File: src/rtl/prio_rr_arbiter_pkg.sv
// ---------------------------------------------------------------------------
// arb_pkg
// Shared definitions for the priority / round-robin arbiter.
//   arb_mode_e       : arbitration mode selector (fixed priority or round-robin)
//   ARB_PRIO_MAP_N4  : default slot-to-requester map for N=4 (order 3>1>0>2)
// ---------------------------------------------------------------------------
package arb_pkg;

  typedef enum logic {
    ARB_FIXED = 1'b0,
    ARB_RR    = 1'b1
  } arb_mode_e;

  // slot s = map[s*2 +: 2]; slot 0 is the highest priority
  localparam logic [7:0] ARB_PRIO_MAP_N4 = 8'b10_00_01_11;

endpackage

File: src/rtl/prio_rr_arbiter_pick.sv
// ---------------------------------------------------------------------------
// arb_pick
// Combinational rotating first-one search over requests already permuted
// into slot order.
//   req_slot [N]   : requests, bit s = request of the requester in slot s
//   mask     [N]   : bit s set excludes slot s from the search
//   start    [IDW] : first slot examined; search wraps N-1 -> 0
//   found          : at least one eligible slot exists
//   slot     [IDW] : first eligible slot at or after start (0 when !found)
// ---------------------------------------------------------------------------
module arb_pick
#(
  parameter int N   = 4,
  parameter int IDW = $clog2(N)
) (
  input  logic [N-1:0]   req_slot,
  input  logic [N-1:0]   mask,
  input  logic [IDW-1:0] start,
  output logic           found,
  output logic [IDW-1:0] slot
);

  logic [N-1:0] w_elig;
  int           w_idx;

  assign w_elig = req_slot & ~mask;

  always_comb begin
    found = 1'b0;
    slot  = '0;
    w_idx = 0;
    for (int k = 0; k < N; k++) begin
      // start is always < N, so a single conditional subtract wraps the index
      w_idx = int'(start) + k;
      if (w_idx >= N) begin
        w_idx = w_idx - N;
      end
      if (!found && w_elig[w_idx]) begin
        found = 1'b1;
        slot  = IDW'(w_idx);
      end
    end
  end

endmodule

File: src/rtl/prio_rr_arbiter.sv
// ---------------------------------------------------------------------------
// prio_rr_arbiter
// Registered N-way arbiter with programmable priority order, fixed-priority
// or round-robin selection, and grant hold with a bounded hold timeout.
//   clk        in   1    clock, rising edge
//   reset      in   1    asynchronous assert, active-low reset
//   req        in   N    level requests, bit i = requester i
//   mode       in   1    0 = fixed priority, 1 = round-robin
//   gnt        out  N    registered one-hot grant (zero = none)
//   gnt_id     out  IDW  index of granted requester (0 when none)
//   gnt_valid  out  1    OR of gnt
// ---------------------------------------------------------------------------
module prio_rr_arbiter
  import arb_pkg::*;
#(
  parameter int               N        = 4,
  parameter int               IDW      = $clog2(N),  // derived; leave at default
  parameter logic [N*IDW-1:0] PRIO_MAP = ARB_PRIO_MAP_N4,
  parameter int               MAX_HOLD = 8
) (
  input  logic           clk,
  input  logic           reset,
  input  logic [N-1:0]   req,
  input  logic           mode,
  output logic [N-1:0]   gnt,
  output logic [IDW-1:0] gnt_id,
  output logic           gnt_valid
);

  localparam int             HCW       = (MAX_HOLD > 1) ? $clog2(MAX_HOLD) : 1;
  localparam logic [HCW-1:0] HOLD_LAST = (MAX_HOLD > 1) ? HCW'(MAX_HOLD - 1) : '0;

  // ---- configuration checks ------------------------------------------------
  if (N < 2 || N > 16) begin : g_bad_n
    $error("prio_rr_arbiter: N must be in 2..16");
  end

  for (genvar gi = 0; gi < N; gi++) begin : g_map_chk
    for (genvar gj = gi + 1; gj < N; gj++) begin : g_pair
      if (PRIO_MAP[gi*IDW +: IDW] == PRIO_MAP[gj*IDW +: IDW]) begin : g_dup
        $error("prio_rr_arbiter: PRIO_MAP has a duplicate entry");
      end
    end
  end

  // ---- state ---------------------------------------------------------------
  logic [N-1:0]   r_gnt;
  logic [IDW-1:0] r_gnt_id;
  logic           r_gnt_valid;
  logic [IDW-1:0] r_rr_ptr;
  logic [HCW-1:0] r_hold_cnt;

  // ---- combinational ------------------------------------------------------
  arb_mode_e      w_mode;
  logic [N-1:0]   w_req_slot;
  logic [N-1:0]   w_holder_slot;
  logic [N-1:0]   w_mask_slot;
  logic           w_holder_req;
  logic           w_others;
  logic           w_hold;
  logic           w_timeout;
  logic [IDW-1:0] w_start;
  logic           w_found;
  logic [IDW-1:0] w_win_slot;
  logic [IDW-1:0] w_win_id;

  logic [N-1:0]   w_gnt_next;
  logic [IDW-1:0] w_gnt_id_next;
  logic           w_gnt_valid_next;
  logic [IDW-1:0] w_rr_ptr_next;
  logic [HCW-1:0] w_hold_cnt_next;

  assign w_mode = arb_mode_e'(mode);

  // Permute requests into slot order and mark the slot owned by the holder.
  for (genvar gi = 0; gi < N; gi++) begin : g_slot
    assign w_req_slot[gi]    = req[PRIO_MAP[gi*IDW +: IDW]];
    assign w_holder_slot[gi] = (PRIO_MAP[gi*IDW +: IDW] == r_gnt_id);
  end

  assign w_holder_req = r_gnt_valid && req[r_gnt_id];
  assign w_others     = |(req & ~r_gnt);

  always_comb begin
    w_hold = 1'b0;
    if (MAX_HOLD == 0) begin
      w_hold = w_holder_req;
    end else begin
      // a sole requester keeps the grant even once the window is used up
      w_hold = w_holder_req && ((r_hold_cnt < HOLD_LAST) || !w_others);
    end
  end

  // Holder still requesting but not allowed to hold: its window expired.
  assign w_timeout   = w_holder_req && !w_hold;
  assign w_mask_slot = w_timeout ? w_holder_slot : '0;
  assign w_start     = (w_mode == ARB_RR) ? r_rr_ptr : '0;

  arb_pick #(
    .N   (N),
    .IDW (IDW)
  ) u_pick (
    .req_slot (w_req_slot),
    .mask     (w_mask_slot),
    .start    (w_start),
    .found    (w_found),
    .slot     (w_win_slot)
  );

  assign w_win_id = PRIO_MAP[int'(w_win_slot)*IDW +: IDW];

  always_comb begin
    w_gnt_next       = '0;
    w_gnt_id_next    = '0;
    w_gnt_valid_next = 1'b0;
    w_hold_cnt_next  = '0;
    w_rr_ptr_next    = r_rr_ptr;

    if (w_hold) begin
      w_gnt_next       = r_gnt;
      w_gnt_id_next    = r_gnt_id;
      w_gnt_valid_next = 1'b1;
      w_hold_cnt_next  = (r_hold_cnt < HOLD_LAST) ? r_hold_cnt + 1'b1 : r_hold_cnt;
    end else if (w_found) begin
      // fresh grant (new arbitration or timeout handover)
      w_gnt_next       = {{(N-1){1'b0}}, 1'b1} << w_win_id;
      w_gnt_id_next    = w_win_id;
      w_gnt_valid_next = 1'b1;
      w_rr_ptr_next    = (w_win_slot == IDW'(N - 1)) ? '0 : w_win_slot + 1'b1;
    end

    // round-robin pointer only lives in round-robin mode
    if (w_mode == ARB_FIXED) begin
      w_rr_ptr_next = '0;
    end
  end

  always_ff @(posedge clk or negedge reset) begin
    if (!reset) begin
      r_gnt       <= '0;
      r_gnt_id    <= '0;
      r_gnt_valid <= 1'b0;
      r_rr_ptr    <= '0;
      r_hold_cnt  <= '0;
    end else begin
      r_gnt       <= w_gnt_next;
      r_gnt_id    <= w_gnt_id_next;
      r_gnt_valid <= w_gnt_valid_next;
      r_rr_ptr    <= w_rr_ptr_next;
      r_hold_cnt  <= w_hold_cnt_next;
    end
  end

  assign gnt       = r_gnt;
  assign gnt_id    = r_gnt_id;
  assign gnt_valid = r_gnt_valid;

endmodule

File: config.mk
export PLATFORM = sky130hd
export DESIGN_NAME = prio_rr_arbiter
export DESIGN_NICKNAME = d
export VERILOG_FILES = /design/src/rtl/prio_rr_arbiter_pkg.sv /design/src/rtl/prio_rr_arbiter_pick.sv /design/src/rtl/prio_rr_arbiter.sv
export SDC_FILE = /design/constraint.sdc
export NUM_CORES = 1
export LEC_CHECK = 0
export ABC_AREA = 0
export CAP_MARGIN = 5
export CORE_ASPECT_RATIO = 0.8
export CORE_MARGIN = 5
export CORE_UTILIZATION = 46
export CTS_CLUSTER_DIAMETER = 30
export DETAILED_ROUTE_END_ITERATION = 7
export GPL_TIMING_DRIVEN = 0
export HOLD_SLACK_MARGIN = 0.03
export PLACE_DENSITY = 0.68
export SLEW_MARGIN = 10
export SYNTH_ARGS = -nofsm -noshare
export SYNTH_HDL_FRONTEND = slang
export SYNTH_SLANG_ARGS = --single-unit
File: constraint.sdc
create_clock -name clk -period 5.82 [get_ports clk]
set_input_delay 1.164 -clock clk [delete_from_list [all_inputs] [get_ports clk]]
set_output_delay 1.164 -clock clk [all_outputs]
set_load 0.005 [all_outputs]
==> results.json <==
{
  "worstMarginPinSlew_ns": 0.5438,
  "grtUsageTotal": 0.1531,
  "ys_ff_latch": 12,
  "hpwl_mm": 1.888,
  "drtIter0Drc": 74,
  "fmax_mhz": 261.8,
  "fin_setup_tns_ns": 0,
  "first_pass_iters": 4,
  "peakVddDrop_v": 0.0003610,
  "path_clk_slew_ns": 0.07,
  "ctsResizeCount": 0,
  "num_rows": 15,
  "worstPathMaxFanout": 6,
  "initial_core_util": 0.4889,
  "p_total_mw": 0.5942,
  "p_leak_nw": 0.5650,
  "drt-total-wl_mm": 2.379,
  "vias_per_cell": 5.741,
  "drv_slew": 0,
  "ioPinCount": 14,
  "cellPowerDensity_nw_per_um2": 467.5,
  "post-synth-top-area-cell": "dfrtp_1",
  "gp_congestion": 0.7955,
  "synth_cell_types": 41,
  "maxCapViolCount": 0,
  "synth_warnings": 0,
  "syn_area_per_cell_um2": 9.255,
  "start_kind": "primary input",
  "worst-endpoint-arrival_ns": 4.02,
  "syn_to_final_growth_pct": 18.41,
  "wl_per_cell_um": 15.06,
  "fin_crit_ns": 3.820,
  "grt_max_degree": 13,
  "diodes": 0,
  "syn_inst": 116,
  "drive_above_1_share": 0.1805,
  "cts-root-buf": "clkbuf_4",
  "outcome": "complete, no violations",
  "port_buffers": 13,
  "fp.coreArea_um2": 2196,
  "final_common_cell": "clkdlybuf4s50_1",
  "die-area_um2": 3406,
  "postCtsSetupBuffers": 0,
  "post-route-period-util": 0.6564,
  "yosys-top-cells-area": "dfrtp_1, ha_1, nand3_1",
  "clock_latency_ns": 0.27,
  "critPathKind": "primary input to flop",
  "vias": 907,
  "ant_nets": 0,
  "required_ns": 6.02,
  "fin_skew_ns": 0.004655,
  "worstHoldPathType": "flop to flop",
  "setup_viol": 0,
  "grt_pass1_wl_mm": 4.112,
  "grt_antenna_before_repair": 0,
  "cts_tree": "built",
  "design_area_um2": 1271,
  "cts_sinks": 12,
  "clk_path_buf_depth": 2,
  "htreeDepth": 1,
  "slowest_stage": "clkdlybuf4s50_1",
  "hold_buffers": 0,
  "die_x_um": 64.01,
  "placed_area_um2": 1235,
  "fin_nets": 146,
  "grt_pass1_vias": 883,
  "synth_seq_area_share": 0.2797,
  "synth_top_area_frac": 0.2797,
  "final_core_util": 0.5789,
  "overflow": 0,
  "worst_setup_path_end_kind": "flop",
  "synth_nets": 128,
  "mostFrequentLayoutCells": "clkdlybuf4s50_1, nor2_1, dfrtp_1",
  "rsz0062_at_grt": "false",
  "cpPeakStageDelay_ns": 0.62,
  "syn-cell-area_um2": 1074,
  "cts_inserted_buffers": 3,
  "slew_headroom": 0.6364,
  "hold_viol": 0,
  "crit_path_cell_trace": "clkdlybuf4s50_1 > nand2b_1 > a41oi_2 > nand3_1 > nor2b_4 > o31ai_1 > nor2_1 > mux2i_1 > ha_1 > nor2_1 > nand3_1 > or3_1 > a31oi_1",
  "die_y_um": 53.21,
  "drc": 0
}
## area by class of cell
| type | instances | area (um^2) |
|---|---|---|
| flip-flops and latches | 12 | 300.3 |
| well taps | 25 | 31.28 |
| multi-input cells | 94 | 705.7 |
| fillers | 202 | 924.6 |
| plain buffers | 5 | 48.80 |
| inverters | 5 | 18.77 |
| clock buffers | 4 | 36.28 |
| repair buffers | 13 | 130.1 |
## cells in the mapped netlist
library cell	number
nand2b_1	4
nand4_1	3
a22o_1	3
nand2_1	11
a41oi_1	2
o21ai_0	6
a21oi_1	1
and3b_1	2
o2bb2ai_1	1
nor2b_1	1
buf_6	3
inv_1	5
nand2b_2	2
buf_4	2
o22ai_4	1
nor4b_4	1
nand3_1	10
nor2_1	12
xnor2_1	2
mux2i_1	4
a211oi_1	1
o31ai_1	1
ha_1	5
xor2_1	1
mux2i_2	2
a21o_1	1
nor2b_4	1
nand2_2	1
and2b_1	1
or3_1	1
and2_2	1
and2_4	1
a41oi_4	1
and2_1	1
dfrtp_1	12
o221ai_1	2
a41oi_2	2
mux2_1	1
or2_2	1
o22a_2	1
a31oi_1	2
## cell families (layout without fill, tap and decap cells)
family                   Yosys count  after routing  share of synthesized area
AND/OR/NAND/NOR                   54             54                     0.2867
flip-flops                        12             12                     0.2797
XOR/XNOR                           3              3                    0.02448
AO/OA/AOI/OAI                     25             25                     0.2145
multiplexers                       7              7                    0.07343
buffers and inverters             10             27                    0.06293
adder cells (fa/ha/maj)            5              5                    0.05828
## sequential cells by signal (all words and copies together), names as in the netlist
register and flops:
gnt_id 2, gnt_valid 1, r_hold_cnt 3, gnt 4
r_rr_ptr 2
## where the power goes
group	switching, mW	leakage (nW)	internal (mW)
combinational	0.194	0.393	0.184
clock	0.0271	0.0210	0.0380
sequential	0.0322	0.151	0.119
## metal layers
layer	vias up	global-route usage	routed length (um)
li1	455	-	-
met1	432	0.2054	1174
met2	15	0.2575	1092
met3	5	0.02123	85
met4	0	0.04152	27
met5	-	0	0
## worst max-delay path, delay by kind of cell
family,cells,cell delay (ns)
multiplexers,1,0.16
AND/OR/NAND/NOR,7,1.03
adder cells (fa/ha/maj),1,0.23
buffers and inverters,1,0.62
AO/OA/AOI/OAI,3,0.80
## per-stage QoR
step | worst slack [ns] | hold slack (ns) | cells
3_5_place_dp | 1.707 | 0.5055 | 154
3_3_place_gp | 1.766 | 0.4981 | 154
5_1_grt | 1.801 | 0.5705 | 158
2_1_floorplan | 2.615 | 0.4761 | 116
6_report | 2.000 | 0.5180 | 158
4_1_cts | 1.988 | 0.5220 | 158
## path summary, 6_finish.rpt
| check | start | to | slack, ns | cells after the start |
|---|---|---|---|---|
| worst min register to register | gnt[1]$_DFFE_PN0N_ | gnt[1]$_DFFE_PN0N_ | 0.52 | 2 |
| worst max register to register | gnt_id[1]$_DFFE_PN0N_ | r_rr_ptr[0]$_DFFE_PN0P_ | 2.96 | 13 |
| worst max-delay path | req[2] | r_rr_ptr[0]$_DFFE_PN0P_ | 2.00 | 13 |
| min in group asynchronous | reset | gnt[2]$_DFFE_PN0N_ | 1.24 | 1 |
| worst min-delay path | gnt[1]$_DFFE_PN0N_ | gnt[1]$_DFFE_PN0N_ | 0.52 | 2 |
| max in group asynchronous | reset | r_hold_cnt[1]$_DFFE_PN0P_ | 4.22 | 1 |
Note: power is estimated with default switching activity, not from simulation.
